$ cat src/rtl/iterative_divider_if.sv
// Request/result bundle between the execute stage and the iterative divider.
// The requester drives operands and the start strobe; the divider returns status and results.
interface iterative_divider_if #(
  parameter int WIDTH = 32
);
  logic             div;
  logic [WIDTH-1:0] x_in;
  logic [WIDTH-1:0] y_in;
  logic             signed_op;
  logic             busy;
  logic             done;
  logic [WIDTH-1:0] quotient_out;
  logic [WIDTH-1:0] remainder_out;

  modport master (
    output div, x_in, y_in, signed_op,
    input  busy, done, quotient_out, remainder_out
  );

  modport slave (
    input  div, x_in, y_in, signed_op,
    output busy, done, quotient_out, remainder_out
  );
endinterface

$ cat src/rtl/iterative_divider.sv
// Radix-2 restoring divider on operand magnitudes with a sign-fix step; quotient and
// remainder are both ready WIDTH+2 cycles after accept, requests outside IDLE are dropped.
module iterative_divider #(
  parameter int WIDTH = 32
) (
  input logic             clk,
  input logic             reset,
  iterative_divider_if.slave dif
);
  localparam int CW = (WIDTH > 1) ? $clog2(WIDTH) : 1;
  localparam logic [CW-1:0] LAST_STEP = CW'(WIDTH - 1);

  typedef enum logic [1:0] {IDLE, CALC, FIX, DONE} state_e;

  state_e           state_q;
  logic [CW-1:0]    cnt_q;
  logic [WIDTH-1:0] rem_q;
  logic [WIDTH-1:0] dvd_q;
  logic [WIDTH-1:0] dsr_q;
  logic [WIDTH-1:0] x_q;
  logic             qneg_q;
  logic             rneg_q;
  logic             dz_q;
  logic             busy_q;
  logic             done_q;
  logic [WIDTH-1:0] quot_q;
  logic [WIDTH-1:0] remo_q;

  logic [WIDTH:0]   trial;
  logic             take;
  logic [WIDTH-1:0] rem_d;
  logic [WIDTH-1:0] dvd_d;
  logic [WIDTH-1:0] x_abs;
  logic [WIDTH-1:0] y_abs;

  // Partial remainder is always below the divisor, so the difference fits in WIDTH bits.
  always_comb begin
    trial = {rem_q, dvd_q[WIDTH-1]};
    take  = (trial >= {1'b0, dsr_q});
    rem_d = take ? (trial[WIDTH-1:0] - dsr_q) : trial[WIDTH-1:0];
    dvd_d = {dvd_q[WIDTH-2:0], take};
    x_abs = (dif.signed_op && dif.x_in[WIDTH-1]) ? (~dif.x_in + 1'b1) : dif.x_in;
    y_abs = (dif.signed_op && dif.y_in[WIDTH-1]) ? (~dif.y_in + 1'b1) : dif.y_in;
  end

  always_ff @(posedge clk) begin
    if (reset) begin
      state_q <= IDLE;
      cnt_q   <= '0;
      rem_q   <= '0;
      dvd_q   <= '0;
      dsr_q   <= '0;
      x_q     <= '0;
      qneg_q  <= 1'b0;
      rneg_q  <= 1'b0;
      dz_q    <= 1'b0;
      busy_q  <= 1'b0;
      done_q  <= 1'b0;
      quot_q  <= '0;
      remo_q  <= '0;
    end else begin
      case (state_q)
        IDLE: begin
          done_q <= 1'b0;
          if (dif.div) begin
            x_q     <= dif.x_in;
            dvd_q   <= x_abs;
            dsr_q   <= y_abs;
            rem_q   <= '0;
            cnt_q   <= '0;
            qneg_q  <= dif.signed_op & (dif.x_in[WIDTH-1] ^ dif.y_in[WIDTH-1]);
            rneg_q  <= dif.signed_op & dif.x_in[WIDTH-1];
            dz_q    <= (dif.y_in == '0);
            busy_q  <= 1'b1;
            state_q <= CALC;
          end
        end
        CALC: begin
          rem_q <= rem_d;
          dvd_q <= dvd_d;
          cnt_q <= cnt_q + 1'b1;
          if (cnt_q == LAST_STEP) state_q <= FIX;
        end
        FIX: begin
          // Divide-by-zero reports all-ones and hands back the untouched dividend.
          if (dz_q) begin
            quot_q <= '1;
            remo_q <= x_q;
          end else begin
            quot_q <= qneg_q ? (~dvd_q + 1'b1) : dvd_q;
            remo_q <= rneg_q ? (~rem_q + 1'b1) : rem_q;
          end
          done_q  <= 1'b1;
          state_q <= DONE;
        end
        DONE: begin
          done_q  <= 1'b0;
          busy_q  <= 1'b0;
          state_q <= IDLE;
        end
        default: state_q <= IDLE;
      endcase
    end
  end

  assign dif.busy          = busy_q;
  assign dif.done          = done_q;
  assign dif.quotient_out  = quot_q;
  assign dif.remainder_out = remo_q;
endmodule

$ cat src/flat_wrapper.sv
// flat-port wrapper written by rule: the top's interface ports become plain ports
module iterative_divider_flat 
#(
  parameter int WIDTH = 32
)
  (clk, reset, dif_div, dif_x_in, dif_y_in, dif_signed_op, dif_busy, dif_done, dif_quotient_out, dif_remainder_out);
  iterative_divider_if #(.WIDTH(WIDTH)) dif_i ();
  input logic clk;
  input logic reset;
  input wire logic [$bits(dif_i.div)-1:0] dif_div;
  input wire logic [$bits(dif_i.x_in)-1:0] dif_x_in;
  input wire logic [$bits(dif_i.y_in)-1:0] dif_y_in;
  input wire logic [$bits(dif_i.signed_op)-1:0] dif_signed_op;
  output wire logic [$bits(dif_i.busy)-1:0] dif_busy;
  output wire logic [$bits(dif_i.done)-1:0] dif_done;
  output wire logic [$bits(dif_i.quotient_out)-1:0] dif_quotient_out;
  output wire logic [$bits(dif_i.remainder_out)-1:0] dif_remainder_out;
  assign dif_i.div = dif_div;
  assign dif_i.x_in = dif_x_in;
  assign dif_i.y_in = dif_y_in;
  assign dif_i.signed_op = dif_signed_op;
  assign dif_busy = dif_i.busy;
  assign dif_done = dif_i.done;
  assign dif_quotient_out = dif_i.quotient_out;
  assign dif_remainder_out = dif_i.remainder_out;
  iterative_divider #(.WIDTH(WIDTH)) u_core (.clk(clk), .reset(reset), .dif(dif_i));
endmodule
$ cat config.mk
export PLATFORM = sky130hd
export DESIGN_NAME = iterative_divider_flat
export DESIGN_NICKNAME = d
export VERILOG_FILES = /design/src/rtl/iterative_divider_if.sv /design/src/rtl/iterative_divider.sv /design/src/flat_wrapper.sv
export SDC_FILE = /design/constraint.sdc
export NUM_CORES = 1
export LEC_CHECK = 0
export BUFFER_PORTS_ARGS = -buffer_cell sky130_fd_sc_hd__buf_2
export CAP_MARGIN = 10
export CORE_MARGIN = 10
export CORE_UTILIZATION = 55
export DETAILED_ROUTE_END_ITERATION = 10
export PLACE_DENSITY_LB_ADDON = 0.08
export SLEW_MARGIN = 20
export SYNTH_ARGS = -nofsm -noshare
export SYNTH_HDL_FRONTEND = slang
export SYNTH_SLANG_ARGS = --single-unit
export TNS_END_PERCENT = 30
$ cat constraint.sdc
create_clock -name clk -period 7 [get_ports clk]
set_input_delay 0.35 -clock clk [delete_from_list [all_inputs] [get_ports clk]]
set_output_delay 0.35 -clock clk [all_outputs]
set_load 0.02 [all_outputs]
==> impl_metrics.ini, run 1 <==
[place]
routabilityCongestion = 0.938
dp_cells = 1898
place_ws_ns = 3.52
dp_hpwl_microns = 27300
io_buffers = 133

[timing]
setup_viol = 0
fin_setup_tns_ns = 0
holdWs_ns = 0.100
final-hold-violation-count = 0
max_slew_margin_pct = 34.5
fmax_mhz = 291
fin_ws_ns = 3.57
slew_violations = 0
rsz0062_at_grt = no
clock_skew_ns = 0.0137
worst_slew_pin_slew_ns = 0.981
fin_crit_ns = 3.43
fin_crit_sh_pct = 49.1

[routing]
drt_pass1_iterations = 6
drt_iter0_drc = 1164
wl_per_cell_microns = 19.0
ant_nets = 0
drt_wl_total_microns = 37000
vias = 11600
drt-vias-per-instance = 5.97
drc_errors = 0

[setup_path]
cp.required_ns = 7.42
cp-start-kind = flop
endpoint_kind = flop
arrival_ns = 3.85
cp_max_fo = 31
worstSetupPathType = flop to flop

[logic_synthesis]
syn_nets = 1690
async_flop_share_pct = 0
synth_seq_cells = 204
ys_top_cells_by_area = dfxtp_1 (34%), xor2_1 (6.6%), nand2_1 (6.5%)
ys.flop_type = dfxtp_1
ys_warn_count = 0
avgSynthCellArea_sq_um = 7.69
synth_area_sq_um = 12100
syn_inst = 1578
synth_edf_count = 0
netlist-cell-type-count = 61
yosysTopAreaCellShare_pct = 33.6
seq_area_frac_synth_pct = 33.6
synthDominantAreaCellType = dfxtp_1

[die]
core-area_sq_um = 21800
die-area_sq_um = 28400
initial_core_util_pct = 55.8
num_io_pins = 134
fp.dieW_microns = 169
std_cell_rows = 54
die_h_microns = 169

[cells_and_area]
area_delta_synth_final_pct = 12.6
final_common_cell = nand2_1
drive_above_1_share_pct = 12.4
final_cell_mix = nand2_1 (211), dfxtp_1 (203), nor2_1 (178), buf_2 (132), a21oi_1 (115)
diodes = 0
nNetsFinal = 1758
nFillCells = 2045
seq_area_sq_um = 4090
final_cell_count_no_fill = 1942
multi_input_area_sq_um = 7480

[clock_tree]
root_buffer = clkbuf_16
cts_buffers = 25
path_clk_slew_ns = 0.05
cts_hold_buf = 0
cts_resized = 0
cts_tree = yes
cts_buffer_depth = 3
postCtsSetupRepairBufs = 0
clkSinkCount = 204
cts-htree-levels = 1
clock_latency_ns = 0.53

[power_and_ir_drop]
worst_ir_drop_vdd_v = 0.000188
powerDensity_nw_per_um2 = 339
power_mw = 4.63
p_leak_nw = 5.60

[grt]
track_usage_pct = 24.8
grt_max_degree = 84
grt_pass1_vias = 11000
grt_pass1_wl_microns = 58800
antenna_found_initial = 0
grt_overflow = 0

[hold_path]
hold_path_class = primary input to flop

[run]
cap_violations = 0

[status]
status = finished, final reports clean
-- layer usage --
metal | GRT usage [%] | wire length (microns) | vias to the layer above
met2 | 43.1 | 17900 | 346
met5 | 0 | 0 | -
li1 | - | - | 5749
met1 | 31.0 | 15800 | 5433
met4 | 7.91 | 1090 | 0
met3 | 3.61 | 2100 | 58
-- where the power goes --
group / internal (mW) / leakage [nW] / total, mW / switching (mW)
Clock: 0.723 / 0.380 / 1.23 / 0.503
Sequential: 1.38 / 1.66 / 1.57 / 0.185
Combinational: 0.659 / 3.55 / 1.84 / 1.18
Total: 2.76 / 5.60 / 4.63 / 1.87
-- kinds of logic (layout without fill, tap and decap cells) --
logic type,after synthesis,count (layout),share of synthesized area (%)
AO/OA/AOI/OAI,399,399,21.7
adder cells (fa/ha/maj),44,44,4.60
XOR/XNOR,142,142,10.2
AND/OR/NAND/NOR,599,599,22.2
buffers and inverters,158,242,4.93
multiplexers,32,32,2.64
flip-flops,204,204,33.6
-- worst max-delay path, stage by stage (launching register included) --
cell	delay, ns
dfxtp_1	0.52
ha_1	0.43
a21oi_1	0.25
o21ai_0	0.18
or3_1	0.37
a2111oi_0	0.41
nor2b_1	0.19
a311o_1	0.38
buf_4	0.25
mux2i_1	0.15
a22o_1	0.20
-- cells in the mapped netlist, types with 6 or more instances --
library cell	instances
ha_1	43
nand4_1	9
nor4_1	15
a222oi_1	22
nand3_1	81
xor2_1	91
inv_1	52
o31ai_1	22
dfxtp_1	204
nand2_1	211
a21oi_1	115
clkbuf_1	90
a311oi_1	8
nor2b_1	9
o22ai_1	6
xnor2_1	51
nand2b_1	15
a211oi_1	56
mux2i_1	32
nor3_1	22
or3_1	13
or2_2	7
o21ai_0	78
and3_1	9
o41ai_1	14
or4_1	8
o21a_1	6
a21o_1	13
a32oi_1	12
nor2_1	179
a31oi_1	11
buf_1	12
-- through the flow --
| step | utilization [%] | area [sq um] |
|---|---|---|
| floorplan | - | 12100 |
| global placement | 59.2 | 12900 |
| detailed placement | 59.2 | 12900 |
| CTS | 62.7 | 13600 |
| global route | 62.8 | 13700 |
| finish | 62.8 | 13700 |
-- flip-flops by register name, summed over array words and instances (netlist names) --
| register | count |
|---|---|
| u_core.dsr_q | 32 |
| u_core.dz_q | 1 |
| u_core.dif.quotient_out | 32 |
| u_core.x_q | 32 |
| u_core.dif.remainder_out | 32 |
| u_core.cnt_q | 5 |
| u_core.dif.done | 1 |
| u_core.rem_q | 32 |
| u_core.state_q | 2 |
| u_core.rneg_q | 1 |
| u_core.dif.busy | 1 |
| u_core.qneg_q | 1 |
| u_core.dvd_q | 32 |
-- path summary, 6_finish.rpt --
check	startpoint	end	slack, ns	cells after the start
setup / recovery	u_core.rem_q[23]	u_core.rem_q[0]	3.57	10
hold / removal	dif_x_in[30]	u_core.x_q[30]	0.10	3
setup reg to reg	u_core.rem_q[23]	u_core.rem_q[0]	3.57	10
hold reg to reg	u_core.x_q[12]	u_core.x_q[12]	0.45	2
-- cell type report --
type	instances	area share, %
Clock inverter	8	0.531
Inverter	52	1.43
Clock buffer	35	5.07
Sequential cell	204	29.9
Multi-Input combinational cell	1216	54.7
Timing Repair Buffer	147	5.80
Tap cell	280	2.56
Note: power is estimated with default switching activity, not from simulation.
==> inputs of run 2 (changes only) <==
CORE_UTILIZATION = 54   (was 55)
clock period = 2.97 ns   (was 7 ns; I/O delays follow)
==> run 2 against run 1 <==
Clock skew rose by 0.0096 ns. Fmax rose by 20%. Register-to-register slack lost 3.4 ns. Critical endpoint is now u_core.dif.quotient_out[30]. Combinational power increased to 2.6 times the previous value. Cell area rose by 9.1%. Wire length is 7.7% higher. Setup slack got worse by 3.4 ns. Utilization up 5.1 points.
==> impl_metrics.ini, run 2 (synthesis gave the netlist of run 1 again) <==
[die]
fp.dieW_microns = 170
initial_core_util_pct = 55.3
core-area_sq_um = 22000
die-area_sq_um = 28900
die_h_microns = 170
num_io_pins = 134
std_cell_rows = 54

[clock_tree]
cts_buffers = 24
clock_latency_ns = 0.52
path_clk_slew_ns = 0.06
root_buffer = clkbuf_16
cts_tree = yes
cts-htree-levels = 1
clkSinkCount = 204
cts_buffer_depth = 3

[power_and_ir_drop]
p_leak_nw = 6.27
switching_share_pct = 40.6
worst_ir_drop_vdd_v = 0.000408
p_int_mw = 6.70
powerDensity_nw_per_um2 = 756
seqPwrFrac_pct = 32.3
combPwrFrac_pct = 43.1
clkPwrFrac_pct = 24.6
power_mw = 11.3
switching_power_mw = 4.59

[cells_and_area]
final_cell_count_no_fill = 2083
diodes = 0
nNetsFinal = 1900
drive_above_1_share_pct = 17.4
area_delta_synth_final_pct = 22.9
final_common_cell = nand2_1
utilization_pct = 67.9
final_cell_mix = nand2_1 (211), dfxtp_1 (203), nor2_1 (177), buf_2 (132), a21oi_1 (113)

[timing]
rsz0062_at_grt = yes
setup_viol = 0
fin_crit_ns = 2.85
worst_slew_pin_slew_ns = 0.920
fin_setup_tns_ns = 0
final-hold-violation-count = 0
max_slew_margin_pct = 38.6
clock_skew_ns = 0.0233
fin_crit_sh_pct = 96.1
fmax_mhz = 350
slew_violations = 0

[setup_path]
r2r_cells = 9
endpoint_kind = flop
cp.required_ns = 3.40
cp-start-kind = flop
rr_startpoint = u_core.dvd_q[3]
timing.rr.end = u_core.dif.quotient_out[30]
r2r_slack_ns = 0.12
worstSetupPathType = flop to flop
arrival_ns = 3.29
cp_max_fo = 3

[run]
cap_violations = 0

[hold_path]
holdPathStages = 3
min_delay_worst_endpoint = u_core.dsr_q[17]
hold_path_class = primary input to flop
min_from = dif_y_in[17]

[routing]
drt_iter0_drc = 1151
vias = 12200
drt-vias-per-instance = 5.88
wl_per_cell_microns = 19.1
drc_errors = 0
ant_nets = 0
drt_pass1_iterations = 5
drt_wl_total_microns = 39800

[place]
routabilityCongestion = 1.00
dp_cells = 1990
io_buffers = 133
dp_hpwl_microns = 29200

[grt]
grt_pass1_wl_microns = 61600
grt_overflow = 0
grt_max_degree = 78
antenna_found_initial = 0
grt_pass1_vias = 11500
track_usage_pct = 26.3

[status]
status = finished, final reports clean
## run 2: worst max path at each step
stage | start | to | depth (start not counted)
6_report | u_core.dvd_q[3] | u_core.dif.quotient_out[30] | 9
5_1_grt | u_core.dvd_q[3] | u_core.dif.quotient_out[30] | 9
4_1_cts | u_core.dsr_q[18] | u_core.rem_q[21] | 13
3_5_place_dp | u_core.dsr_q[24] | u_core.rem_q[0] | 11
3_3_place_gp | u_core.dsr_q[24] | u_core.rem_q[16] | 10
2_1_floorplan | u_core.rem_q[3] | u_core.rem_q[16] | 10
## run 2: critical path: stages (launching register included)
cell and delay [ns]:
dfxtp_1 0.32, nor3_2 0.25, nand3b_1 0.16, nand2b_1 0.21, or3_1 0.43, or4_4 0.52, or2_1 0.27, o41ai_2 0.24
xor2_1 0.11, a211oi_1 0.25
## run 2: area by class of cell
type / count / area (sq um)
clock buffers: 33 / 674
flip-flops and latches: 204 / 4090
clock inverters: 8 / 57.6
multi-input cells: 1216 / 7570
inverters: 52 / 195
fillers: 1948 / 7040
repair buffers: 290 / 1990
well taps: 280 / 350
## run 2: metal layers
| layer | up-vias | track usage [%] | wire length [microns] |
|---|---|---|---|
| met4 | 0 | 9.23 | 1290 |
| met2 | 382 | 46.3 | 19300 |
| met5 | - | 0 | 0 |
| met1 | 5774 | 32.4 | 16800 |
| met3 | 55 | 3.05 | 2320 |
| li1 | 6029 | - | - |
## run 2: stage by stage
| stage | setup slack (ns) | hold slack (ns) | cell area (sq um) |
|---|---|---|---|
| CTS | 0.0461 | 0.00999 | 14800 |
| finish | 0.115 | 0.0374 | 14900 |
| global route | -0.0238 | 0.0270 | 14900 |
| global placement | -0.114 | 0.427 | 13600 |
| floorplan | 0.138 | 0.284 | 12100 |
| detailed placement | -0.128 | 0.426 | 13600 |
## run 2: timing repair
action,CTS,global route
endpoints found under the setup margin,26,44
resized for setup,4,19
setup buffers,0,1
pin swaps,0,3
hold endpoints to repair,51,0
hold buffers,51,0
## run 2: power groups by stage
stage	Combinational, mW	Sequential, mW	Clock (mW)
after global placement	4.68	3.66	0
after floorplan	3.04	3.81	0
after global routing	5.33	3.69	2.91
final	4.86	3.64	2.78
after CTS	4.79	3.62	2.80
after detailed placement	4.70	3.68	0
==> inputs of run 3 (changes only) <==
SETUP_SLACK_MARGIN = 0.15   (was not set)
==> run 3 against run 2 <==
Sequential cell count unchanged. Clock power up 12%. Global-route usage fell by 0.46 points. Die area did not move. Register-to-register slack better by 0.07 ns. Worst hold slack got worse by 0.025 ns. Fmax rose by 2.4%. Via count fell by 0.41%. Critical path type unchanged. Sequential power about the same. Utilization grew 0.92 points.
==> impl_metrics.ini, run 3 (synthesis gave the netlist of run 1 again) <==
[status]
status = finished, final reports clean

[run]
cap_violations = 0

[timing]
fin_ws_ns = 0.182
setup_viol = 0
holdWs_ns = 0.0127
clock_skew_ns = 0.0411
rsz0062_at_grt = yes
fin_setup_tns_ns = 0
fmax_mhz = 359
fin_crit_sh_pct = 93.9
slew_violations = 0
fin_crit_ns = 2.79
worst_slew_pin_slew_ns = 0.831
max_slew_margin_pct = 44.4
final-hold-violation-count = 0

[clock_tree]
cts_buffer_depth = 3
root_buffer = clkbuf_16
cts_tree = yes
cts-htree-levels = 1
clkSinkCount = 204
cts_buffers = 24
clock_latency_ns = 0.54
path_clk_slew_ns = 0.06

[power_and_ir_drop]
powerDensity_nw_per_um2 = 768
combPwrFrac_pct = 42.0
power_mw = 11.6
p_leak_nw = 6.30
clkPwrFrac_pct = 26.7
seqPwrFrac_pct = 31.2
p_int_mw = 7.03
switching_share_pct = 39.5
worst_ir_drop_vdd_v = 0.000464
switching_power_mw = 4.59

[grt]
antenna_found_initial = 0
met2_usage_pct = 44.6
grt_max_degree = 129
grt_overflow = 0
grt_pass1_vias = 11600
grt_use_met3_pct = 3.56
grt_most_used_layer = met2
grt_pass1_wl_microns = 61200
gr-usage-met1_pct = 31.7
track_usage_pct = 25.8

[setup_path]
cp_max_fo = 6
r2r_slack_ns = 0.18
cp.required_ns = 3.42
worstSetupPathType = flop to flop
arrival_ns = 3.24
endpoint_kind = flop
cp-start-kind = flop

[die]
initial_core_util_pct = 55.3
std_cell_rows = 54
core-area_sq_um = 22000
num_io_pins = 134
die_h_microns = 170
fp.dieW_microns = 170
die-area_sq_um = 28900

[routing]
drc_errors = 0
drt_iter0_drc = 1050
drt_pass1_iterations = 6
vias = 12200
wl_per_cell_microns = 19.0
ant_nets = 0
drt_wl_total_microns = 39300
drt-vias-per-instance = 5.88

[place]
dp_hpwl_microns = 28300
io_buffers = 133
placed_area_sq_um = 13500
routabilityCongestion = 0.971
place_ws_ns = 0.0404
dp_cells = 1978

[hold_path]
hold_path_class = primary input to flop

[cells_and_area]
final_cell_mix = nand2_1 (210), dfxtp_1 (203), nor2_1 (178), buf_2 (132), a21oi_1 (108)
diodes = 0
nNetsFinal = 1887
drive_above_1_share_pct = 17.9
postLayoutCellArea_sq_um = 15100
utilization_pct = 68.9
final_common_cell = nand2_1
final_cell_count_no_fill = 2073
area_delta_synth_final_pct = 24.6
==> run 3: metal layers <==
metal / wire (microns) / share of wire, %
met5: 0 / 0
met4: 1700 / 4.3
met3: 2370 / 6.0
met2: 18800 / 48
met1: 16500 / 42
==> run 3: layout make-up <==
cell class | count | area [sq um]
clock buffers | 37 | 709
clock inverters | 7 | 124
fillers | 1841 | 6840
inverters | 52 | 195
multi-input cells | 1216 | 7700
flip-flops and latches | 204 | 4090
well taps | 280 | 350
repair buffers | 277 | 1950
==> run 3: timing repair <==
item,4_1_cts,5_1_grt
hold buffers,48,0
endpoints found under the hold margin,49,0
setup buffers,1,1
pin swaps,1,8
setup endpoints to repair,23,53
resized for setup,5,39
cloned,0,1
==> run 3: power by group through the flow <==
stage | combinational [mW] | clock, mW | sequential [mW]
after detailed placement | 4.64 | 0 | 3.66
after global routing | 5.36 | 3.23 | 3.69
after global placement | 4.60 | 0 | 3.65
after CTS | 4.73 | 3.13 | 3.61
after floorplan | 3.04 | 0 | 3.81
final | 4.88 | 3.11 | 3.63
==> run 3: worst max-delay path, stage by stage (launching register included) <==
cell and delay (ns):
dfxtp_1 0.38, or4_4 0.56, or4_4 0.45, or4_4 0.45
or2_1 0.27, o41ai_2 0.23, xor2_1 0.12, a211oi_1 0.24
==> run 3: path summary, 6_finish.rpt <==
path                         start                           to  cells past startpoint
hold / removal        dif_y_in[22]             u_core.dsr_q[22]                      3
setup reg to reg  u_core.dvd_q[15]  u_core.dif.quotient_out[30]                      7
setup / recovery  u_core.dvd_q[15]  u_core.dif.quotient_out[30]                      7
hold reg to reg     u_core.x_q[12]               u_core.x_q[12]                      2
